File: src/rtl/output_scheduler.sv
// Drain-side frame scheduler: pops frame words from the FIFO, validates them and
// streams 16-bit beats to the addressed output channel under per-channel backpressure.
module output_scheduler #(
  parameter int unsigned NUM_CH    = 8,
  parameter int unsigned MAX_BEATS = 8,
  parameter int unsigned TIMEOUT   = 1024
) (
  input  logic                           clk_in,
  input  logic                           rst,
  input  logic                           fifo_empty,
  output logic                           fifo_rd_en,
  input  logic [16*MAX_BEATS+NUM_CH+3:0] fifo_rdata,
  input  logic [NUM_CH-1:0]              ch_en,
  input  logic [NUM_CH-1:0]              ch_ready,
  output logic [15:0]                    dout,
  output logic [NUM_CH-1:0]              dout_valid,
  output logic                           frame_done,
  output logic                           fmt_err,
  output logic                           drop,
  output logic                           timeout_err,
  output logic                           busy
);

  localparam int unsigned BEAT_W  = 16;
  localparam int unsigned PAY_W   = BEAT_W * MAX_BEATS;
  localparam int unsigned STALL_W = $clog2(TIMEOUT) + 1;
  localparam logic [3:0]  MAX_LEN = 4'(MAX_BEATS);
  localparam logic [STALL_W-1:0] STALL_LIM = STALL_W'(TIMEOUT - 1);

  typedef enum logic [1:0] {IDLE, FETCH, CHECK, SEND} state_e;

  state_e               state_q;
  logic [PAY_W-1:0]     payload_q;
  logic [NUM_CH-1:0]    ch_q;
  logic [3:0]           len_q;
  logic [3:0]           beat_q;
  logic [STALL_W-1:0]   stall_q;
  logic [BEAT_W-1:0]    dout_q;
  logic [NUM_CH-1:0]    dout_valid_q;
  logic                 frame_done_q;
  logic                 fmt_err_q;
  logic                 drop_q;
  logic                 timeout_err_q;
  logic                 busy_q;

  logic                 accept_c;
  logic                 last_beat_c;
  logic                 fmt_bad_c;
  logic                 ch_off_c;
  logic [BEAT_W-1:0]    head_beat_c;
  logic [PAY_W-1:0]     payload_shift_c;

  assign fifo_rd_en      = (state_q == IDLE) && !fifo_empty && !rst;
  assign accept_c        = |(dout_valid_q & ch_ready);
  assign last_beat_c     = (beat_q == (len_q - 4'd1));
  assign fmt_bad_c       = !$onehot(ch_q) || (len_q == 4'd0) || (len_q > MAX_LEN);
  assign ch_off_c        = ~|(ch_q & ch_en);
  // Payload is consumed from the top; the remaining beats shift up behind it.
  assign head_beat_c     = payload_q[PAY_W-1 -: BEAT_W];
  assign payload_shift_c = {payload_q[PAY_W-BEAT_W-1:0], {BEAT_W{1'b0}}};

  always_ff @(posedge clk_in) begin
    if (rst) begin
      state_q       <= IDLE;
      payload_q     <= '0;
      ch_q          <= '0;
      len_q         <= '0;
      beat_q        <= '0;
      stall_q       <= '0;
      dout_q        <= '0;
      dout_valid_q  <= '0;
      frame_done_q  <= 1'b0;
      fmt_err_q     <= 1'b0;
      drop_q        <= 1'b0;
      timeout_err_q <= 1'b0;
      busy_q        <= 1'b0;
    end else begin
      frame_done_q  <= 1'b0;
      fmt_err_q     <= 1'b0;
      drop_q        <= 1'b0;
      timeout_err_q <= 1'b0;
      case (state_q)
        IDLE: begin
          if (!fifo_empty) begin
            state_q <= FETCH;
            busy_q  <= 1'b1;
          end
        end
        FETCH: begin
          payload_q <= fifo_rdata[NUM_CH+4 +: PAY_W];
          ch_q      <= fifo_rdata[4 +: NUM_CH];
          len_q     <= fifo_rdata[3:0];
          state_q   <= CHECK;
        end
        CHECK: begin
          if (fmt_bad_c) begin
            fmt_err_q <= 1'b1;
            busy_q    <= 1'b0;
            state_q   <= IDLE;
          end else if (ch_off_c) begin
            drop_q  <= 1'b1;
            busy_q  <= 1'b0;
            state_q <= IDLE;
          end else begin
            beat_q       <= '0;
            stall_q      <= '0;
            dout_q       <= head_beat_c;
            payload_q    <= payload_shift_c;
            dout_valid_q <= ch_q;
            state_q      <= SEND;
          end
        end
        SEND: begin
          if (accept_c) begin
            stall_q <= '0;
            if (last_beat_c) begin
              dout_q       <= '0;
              dout_valid_q <= '0;
              frame_done_q <= 1'b1;
              busy_q       <= 1'b0;
              state_q      <= IDLE;
            end else begin
              beat_q    <= beat_q + 4'd1;
              dout_q    <= head_beat_c;
              payload_q <= payload_shift_c;
            end
          end else if (stall_q >= STALL_LIM) begin
            // Channel stalled for the whole window: abandon the frame.
            dout_q        <= '0;
            dout_valid_q  <= '0;
            timeout_err_q <= 1'b1;
            busy_q        <= 1'b0;
            state_q       <= IDLE;
          end else begin
            stall_q <= stall_q + STALL_W'(1);
          end
        end
        default: state_q <= IDLE;
      endcase
    end
  end

  assign dout        = dout_q;
  assign dout_valid  = dout_valid_q;
  assign frame_done  = frame_done_q;
  assign fmt_err     = fmt_err_q;
  assign drop        = drop_q;
  assign timeout_err = timeout_err_q;
  assign busy        = busy_q;

endmodule

File: config.mk
export PLATFORM = sky130hd
export DESIGN_NAME = output_scheduler
export DESIGN_NICKNAME = d
export VERILOG_FILES = /design/src/rtl/output_scheduler.sv
export SDC_FILE = /design/constraint.sdc
export NUM_CORES = 1
export LEC_CHECK = 0
export ABC_AREA = 1
export BUFFER_PORTS_ARGS = -buffer_cell sky130_fd_sc_hd__buf_2
export CAP_MARGIN = 20
export CORE_ASPECT_RATIO = 1.4
export CORE_MARGIN = 1
export CORE_UTILIZATION = 50
export CTS_CLUSTER_DIAMETER = 120
export DETAILED_ROUTE_END_ITERATION = 8
export GPL_ROUTABILITY_DRIVEN = 0
export PLACE_DENSITY = 0.74
export SLEW_MARGIN = 20
export SYNTH_ARGS = -nofsm -noshare
export SYNTH_HDL_FRONTEND = slang
export SYNTH_SLANG_ARGS = --single-unit
File: constraint.sdc
create_clock -name clk_in -period 7.9 [get_ports clk_in]
set_input_delay 0 -clock clk_in [delete_from_list [all_inputs] [get_ports clk_in]]
set_output_delay 0 -clock clk_in [all_outputs]
set_load 0.05 [all_outputs]
Yosys cells after proc, flatten, opt, wreduce, memory -nomap -nowiden
Cells that the tools add are included.

cells by class
  add/sub/neg operators = 10
  magnitude comparators = 2
  eq/ne operators = 14
  mux-type cells = 45
  bitwise operators = 5
  reduce and logical (&&, ||, !) cells = 25

operators with widths
  cell                                                    number
  2-to-1 mux 128 bit                                      4
  one-hot mux 128 bit (3 select lines)                    1
  2-to-1 mux 16 bit                                       5
  2-to-1 mux 11 bit                                       4
  2-to-1 mux 8 bit                                        5
  one-hot mux 16 bit (2 select lines)                     1
  one-hot mux 11 bit (2 select lines)                     1
  AND reduction 5 bit                                     4
  bitwise AND 8 bit                                       2
  2-to-1 mux 4 bit                                        4
  one-hot mux 8 bit (2 select lines)                      1
  OR reduction 8 bit                                      2
  2-to-1 mux 2 bit                                        6
  inequality test 3 bit (second input constant)           4
  adder 11 x 1 -> 11 bit (second input constant)          1
  >= comparator 11 x 10 -> 1 bit (second input constant)  1
  2-to-1 mux 1 bit                                        10
  inequality test 2 bit (second input constant)           5
  OR reduction 10 bit                                     1
  adder 1 x 1 -> 2 bit                                    4
  one-hot mux 2 bit (4 select lines)                      1
  one-hot mux 4 bit (2 select lines)                      1
  AND reduction 4 bit                                     2
  adder 2 x 2 -> 3 bit                                    2
  other kinds (20)                                        29

storage, ports and cells
  register bits after elaboration = 186
  input port bits = 159
  output and inout port bits = 30
  word-level logic and storage cells = 114

Longest topological paths before layout
  word-level depth = 9
  gate-level depth with buffers = 21
  depth with buffers taken out = 20

Worst setup path before layout
Ideal clock, no wire load.

  path kind = flip-flop to flip-flop
  start point = reg ch_q[0]
  end point = reg payload_q[100]
  setup time = 115 ps
  arrival time = 3466 ps
  data required time = 7785 ps
  setup slack = 4318 ps
  cell stages (with the launch flop) = 20
  buffers on the path = 3
  clock period less this slack = 3582 ps
  path through = dfxtp_1 -> inv_1 -> fa_1 -> fa_1 -> fa_1 -> inv_1 -> ha_1 -> inv_1 -> fa_1 -> nand2_1 -> nor2_2 -> nand2_2 -> nand2_2 -> nand2_2 -> clkinv_2 -> nand2_2 -> buf_6 -> buf_6 -> buf_6 -> a21oi_2

on the way
  word-level cells in the longest chain between the ends = 9
  elaborated cells on any way between the ends = 12
  classes of those cells = add/sub: 3; eq/ne: 3; bitwise: 1; reduce/logical: 5

ends and longest elaborated chain
  item                                        line  source
  start: declaration                          34    logic [NUM_CH-1:0] ch_q;
  start signal: assignment                    91    ch_q <= fifo_rdata[4 +: NUM_CH];
  adder 1 x 1 -> 2 bit (implied by the code)  56    assign fmt_bad_c = !$onehot(ch_q) || (len_q == 4'd0) || (len_q > MAX_LEN);
  adder 2 x 2 -> 3 bit (implied by the code)  56
  adder 3 x 3 -> 4 bit (implied by the code)  56
  equality test 4 x 1 -> 1 bit                56
  zero test 1 bit                             56
  logical OR 1 bit (2 in series)              56
  inequality test 2 bit (no source line)      -
  AND reduction 5 bit (no source line) (*)    -
  end signal: assignment                      90    payload_q <= fifo_rdata[NUM_CH+4 +: PAY_W];
  end signal: assignment                      108   payload_q <= payload_shift_c;
  end signal: assignment                      125   payload_q <= payload_shift_c;
  end: declaration                            33    logic [PAY_W-1:0] payload_q;

Every way passes the cells marked *; elsewhere a longest branch is shown, timed or not.
A chain may end at the register's enable or synchronous reset.

Worst setup path after layout
  start point = reg ch_q[0]
  end point = reg payload_q[61]

Same word-level chain as after synthesis.

==> impl_results.rst <==
.. list-table::
   :header-rows: 1

   * - Metric
     - Value
   * - Register-to-Register Setup Slack
     - approximately 2.5 ns
   * - Number of cells in the finished layout apart from fillers
     - around 1900
   * - Critical Path End Type
     - register
   * - Final Max Tran Viols
     - 0
   * - Worst Hold Slack
     - -0.0000888 ns
   * - Tmin final
     - between 5 and 6 ns
   * - Int Pwr
     - 2120 uW
   * - Number of synthesized register bits
     - 186
   * - Worst flop-to-flop path endpoint
     - payload_q[61]$_SDFFE_PP0P_
   * - Terminating pin of the worst hold path
     - payload_q[76]$_SDFFE_PP0P_
   * - Placed Instance Area
     - 10200 um2
   * - Crit Path Max Fanout
     - 75
   * - Fraction of power consumed by the clock network
     - 24.6%
   * - WL/cell
     - between 10 and 15 um
   * - Synth Area per Inst
     - about 6.7 um2
   * - Sequential element share of the synthesized area
     - around two fifths
   * - Total setup violations reported at the end of the flow
     - 0
   * - Power Density
     - roughly 290 nW/um2
   * - Final-report hold violation count
     - 1
   * - Area of the core
     - between 15000 and 20000 um2
   * - Number of DRC violations after detailed routing
     - 0
   * - Post-DP HPWL
     - about 17000 um
   * - Sinks on Clock Net
     - roughly 190
   * - Worst-margin pin slew
     - between 1 and 1.5 ns
   * - All-Layer GR Usage
     - about 28%
   * - Clock latency reported for the late side of the worst-skew pair
     - roughly 0.43 ns
   * - Share of post-route cells with drive strength above 1
     - 15.8%
   * - Proportion of total power due to net switching
     - roughly two fifths
   * - Kind of critical path
     - reg2reg
   * - Worst reg2reg path startpoint
     - ch_q[0]$_SDFFE_PP0N_
   * - Number of warnings reported in the yosys synthesis log
     - 0
   * - Portion of total power attributed to combinational logic
     - 38.1%
   * - Router iterations before antenna repair
     - 5
   * - Number of setup buffers added after CTS
     - 0
   * - CTS H-tree depth
     - 4
   * - Via count of the first global-routing pass
     - between 9000 and 10000
   * - Data required time at the worst endpoint
     - between 8 and 9 ns
   * - Final net count
     - roughly 1800
   * - Antenna diode instance count
     - 0
   * - Detailed router's first-iteration violation count
     - just over 800
   * - Number of port buffers
     - around 190
   * - Number of different library cells in the post-synthesis netlist
     - 31
   * - IR Drop Worst-Case VDD
     - ~0.15 mV
   * - Netlist Area Pre-Place
     - approximately 9400 um2
   * - Maximum buffer depth of the clock tree
     - 2
   * - Largest net degree at the start of global routing
     - about 110
   * - Count of standard-cell rows
     - 58
   * - Kind of start point of the critical path
     - register
   * - Chip Width
     - 118 um
   * - Data arrival time at the worst-slack endpoint
     - ~5.7 ns
   * - Total wire length
     - approximately 27000 um
   * - Post-route clock skew
     - about 0.011 ns
   * - Count of mapped cells out of synthesis
     - between 1000 and 1500
   * - Clock buffers created by TritonCTS
     - 17
   * - Io pins
     - about 190
   * - Run status
     - finished with violations
   * - Area growth from synthesis to final layout
     - 28.3%
   * - Clock-pin slew on the worst setup and hold paths
     - 0.07 ns
   * - Net Count, Synth
     - approximately 1600
   * - Leftover overflow at the end of global routing
     - 0
   * - Sequential share of power
     - between 30% and 40%
   * - Average via count per standard cell
     - about 5.2
   * - Number of violations of the max-capacitance limit
     - 0
   * - Placed cell count
     - 1742
   * - Number of antenna violations at the first check in global routing
     - 0
   * - Vias post-DR
     - slightly below 10000
   * - Leak pwr
     - approximately 0.0055 uW
   * - Largest cells by area after synthesis
     - sky130_fd_sc_hd__dfxtp_1 40%, sky130_fd_sc_hd__a21oi_1 12%, sky130_fd_sc_hd__nand2_1 9.3%
   * - Beginning of the worst hold path
     - fifo_rdata[88]
   * - Number of routed nets with antenna violations
     - 0
   * - Final worst-path cycle share
     - 68.5%
   * - Root buf cell
     - sky130_fd_sc_hd__clkbuf_16
   * - Die footprint
     - 19300 um2
   * - Vertical extent of the die
     - between 150 and 200 um
   * - Final cell area excluding filler cells
     - between 10000 and 15000 um2
   * - Total negative slack
     - 0 ns
   * - Share of the synthesized area in the top cell type
     - 39.7%
   * - Unrepaired setup endpoints after global routing
     - false
   * - Slew Limit Headroom
     - a little under a third
   * - Register-to-Register Path Depth
     - 17
   * - Starting utilization of the core area
     - 51.7%
   * - Max frequency
     - 185 MHz
   * - Switching Power
     - 1330 uW
   * - Fraction of the core area covered by cells at the end of the flow
     - 66.3%
   * - Violations in the final reports
     - negative hold slack
   * - First-pass GRT wire length
     - approximately 44000 um
   * - TritonCTS clock tree
     - built
   * - Largest area contributor in the synthesized netlist
     - sky130_fd_sc_hd__dfxtp_1
   * - Number of instances on the worst hold path
     - 5
   * - Class of the tightest hold or removal check
     - in2reg
[area by class of cell]
type	count	area, um2
clock buffer	23	488
clock inverter	6	90.1
fill	1532	6120
inverter	178	672
multi-input combinational	944	4570
sequential	186	3720
tap	240	300
timing repair buffer	314	2190
[critical path, cell delays in order (launching register included)]
cell and delay [ns]:
sky130_fd_sc_hd__dfxtp_1 0.33, sky130_fd_sc_hd__inv_1 0.08, sky130_fd_sc_hd__fa_1 0.59, sky130_fd_sc_hd__fa_1 0.44
sky130_fd_sc_hd__fa_1 0.49, sky130_fd_sc_hd__inv_1 0.04, sky130_fd_sc_hd__ha_1 0.18, sky130_fd_sc_hd__inv_1 0.07
sky130_fd_sc_hd__fa_1 0.41, sky130_fd_sc_hd__nand2_1 0.09, sky130_fd_sc_hd__nor2_2 0.04, sky130_fd_sc_hd__nand2_2 0.11
sky130_fd_sc_hd__nand2_2 0.10, sky130_fd_sc_hd__nand2_2 0.09, sky130_fd_sc_hd__clkinv_2 0.43, sky130_fd_sc_hd__nand2_4 0.84
sky130_fd_sc_hd__buf_4 0.65, sky130_fd_sc_hd__a21oi_1 0.17
[registers in the layout, summed over array words and instances (netlist names)]
register	count
beat_q	4
busy	1
ch_q	8
dout	16
dout_valid	8
drop	1
fmt_err	1
frame_done	1
len_q	4
payload_q	128
stall_q	11
state_q	2
timeout_err	1
[through the flow]
stage                     setup slack [ns]  hold slack, ns  total power (uW)
after floorplan                       4.32           0.135              2300
after global placement                2.72           0.236              2510
after detailed placement              2.60           0.249              2550
after CTS                             2.56         0.00280              3440
after global routing                  2.16          0.0228              3680
final                                 2.49      -0.0000888              3450
[power by group through the flow]
stage	combinational (uW)	sequential [uW]	clock [uW]
floorplan	946	1350	0
global placement	1220	1290	0
finish	1310	1290	847
global route	1480	1310	900
CTS	1300	1280	860
detailed placement	1240	1300	0
[worst max path at each step]
stage / cells past startpoint / slack (ns) / to / start
after floorplan: 19 / 4.32 / payload_q[100]$_SDFFE_PP0P_ / ch_q[0]$_SDFFE_PP0N_
after global placement: 17 / 2.72 / payload_q[54]$_SDFFE_PP0P_ / ch_q[0]$_SDFFE_PP0N_
after detailed placement: 17 / 2.60 / payload_q[61]$_SDFFE_PP0P_ / ch_q[0]$_SDFFE_PP0N_
after CTS: 17 / 2.56 / payload_q[61]$_SDFFE_PP0P_ / ch_q[0]$_SDFFE_PP0N_
after global routing: 17 / 2.16 / payload_q[53]$_SDFFE_PP0P_ / ch_q[0]$_SDFFE_PP0N_
final: 17 / 2.49 / payload_q[61]$_SDFFE_PP0P_ / ch_q[0]$_SDFFE_PP0N_
[layout by cell type, fill, tap and decap left out, types with 12 or more instances in the layout]
master                          netlist  final
sky130_fd_sc_hd__a21oi_1            224    224
sky130_fd_sc_hd__a21oi_2             21     21
sky130_fd_sc_hd__dlygate4sd3_1        0    120
sky130_fd_sc_hd__dfxtp_1            186    186
sky130_fd_sc_hd__o21ai_0             48     48
sky130_fd_sc_hd__nand2_1            232    232
sky130_fd_sc_hd__buf_2               31    188
sky130_fd_sc_hd__ha_1                12     12
sky130_fd_sc_hd__inv_1              169    169
sky130_fd_sc_hd__nand3_1            139    139
sky130_fd_sc_hd__clkbuf_16            0     17
sky130_fd_sc_hd__nor2_1             213    212
sky130_fd_sc_hd__mux2i_1             16     16
[per-layer routing]
metal | GRT usage [%] | part of all wire [%] | routed length (um) | vias to the layer above
met1 | 33.1 | 41 | 11000 | 4480
met5 | 0 | 0 | 0 | -
met2 | 48.8 | 49 | 13400 | 362
li1 | - | - | - | 4928
met3 | 5.00 | 5.6 | 1520 | 86
met4 | 15.9 | 4.6 | 1260 | 0
[repair_timing]
action | CTS | global route
hold endpoints to repair | 120 | 0
hold buffers | 120 | 0
resized for setup | 0 | 0
[synthesized netlist by cell type]
cell type,number
sky130_fd_sc_hd__nor3b_1,1
sky130_fd_sc_hd__buf_6,4
sky130_fd_sc_hd__o21ai_0,48
sky130_fd_sc_hd__xor2_1,5
sky130_fd_sc_hd__fa_1,4
sky130_fd_sc_hd__nand3_1,139
sky130_fd_sc_hd__clkinv_2,1
sky130_fd_sc_hd__inv_2,7
sky130_fd_sc_hd__nand2_1,232
sky130_fd_sc_hd__buf_1,8
sky130_fd_sc_hd__clkinv_1,1
sky130_fd_sc_hd__dfxtp_1,186
sky130_fd_sc_hd__nor2_1,213
sky130_fd_sc_hd__nor2_2,2
sky130_fd_sc_hd__nand2_2,5
sky130_fd_sc_hd__xnor2_1,2
sky130_fd_sc_hd__nand2_4,1
sky130_fd_sc_hd__o22ai_1,1
sky130_fd_sc_hd__buf_4,5
sky130_fd_sc_hd__a21oi_1,224
sky130_fd_sc_hd__buf_2,31
sky130_fd_sc_hd__nor3_1,6
sky130_fd_sc_hd__inv_1,169
sky130_fd_sc_hd__ha_1,12
sky130_fd_sc_hd__nor4_1,4
sky130_fd_sc_hd__clkbuf_1,44
sky130_fd_sc_hd__a21oi_2,21
sky130_fd_sc_hd__nand4_1,5
sky130_fd_sc_hd__o21bai_1,1
sky130_fd_sc_hd__nor2_4,2
sky130_fd_sc_hd__mux2i_1,16
[cells by family (layout without fill, tap and decap cells)]
kind of cell | count (synthesis) | after routing | synth area share (%)
AND/OR/NAND/NOR | 610 | 610 | 27.1
AO/OA/AOI/OAI | 295 | 295 | 16.6
buffers and inverters | 270 | 521 | 11.8
flip-flops | 186 | 186 | 39.7
adder cells (fa/ha/maj) | 16 | 16 | 2.46
multiplexers | 16 | 16 | 1.71
XOR/XNOR | 7 | 7 | 0.654
Note: power is estimated with default switching activity, not from simulation.
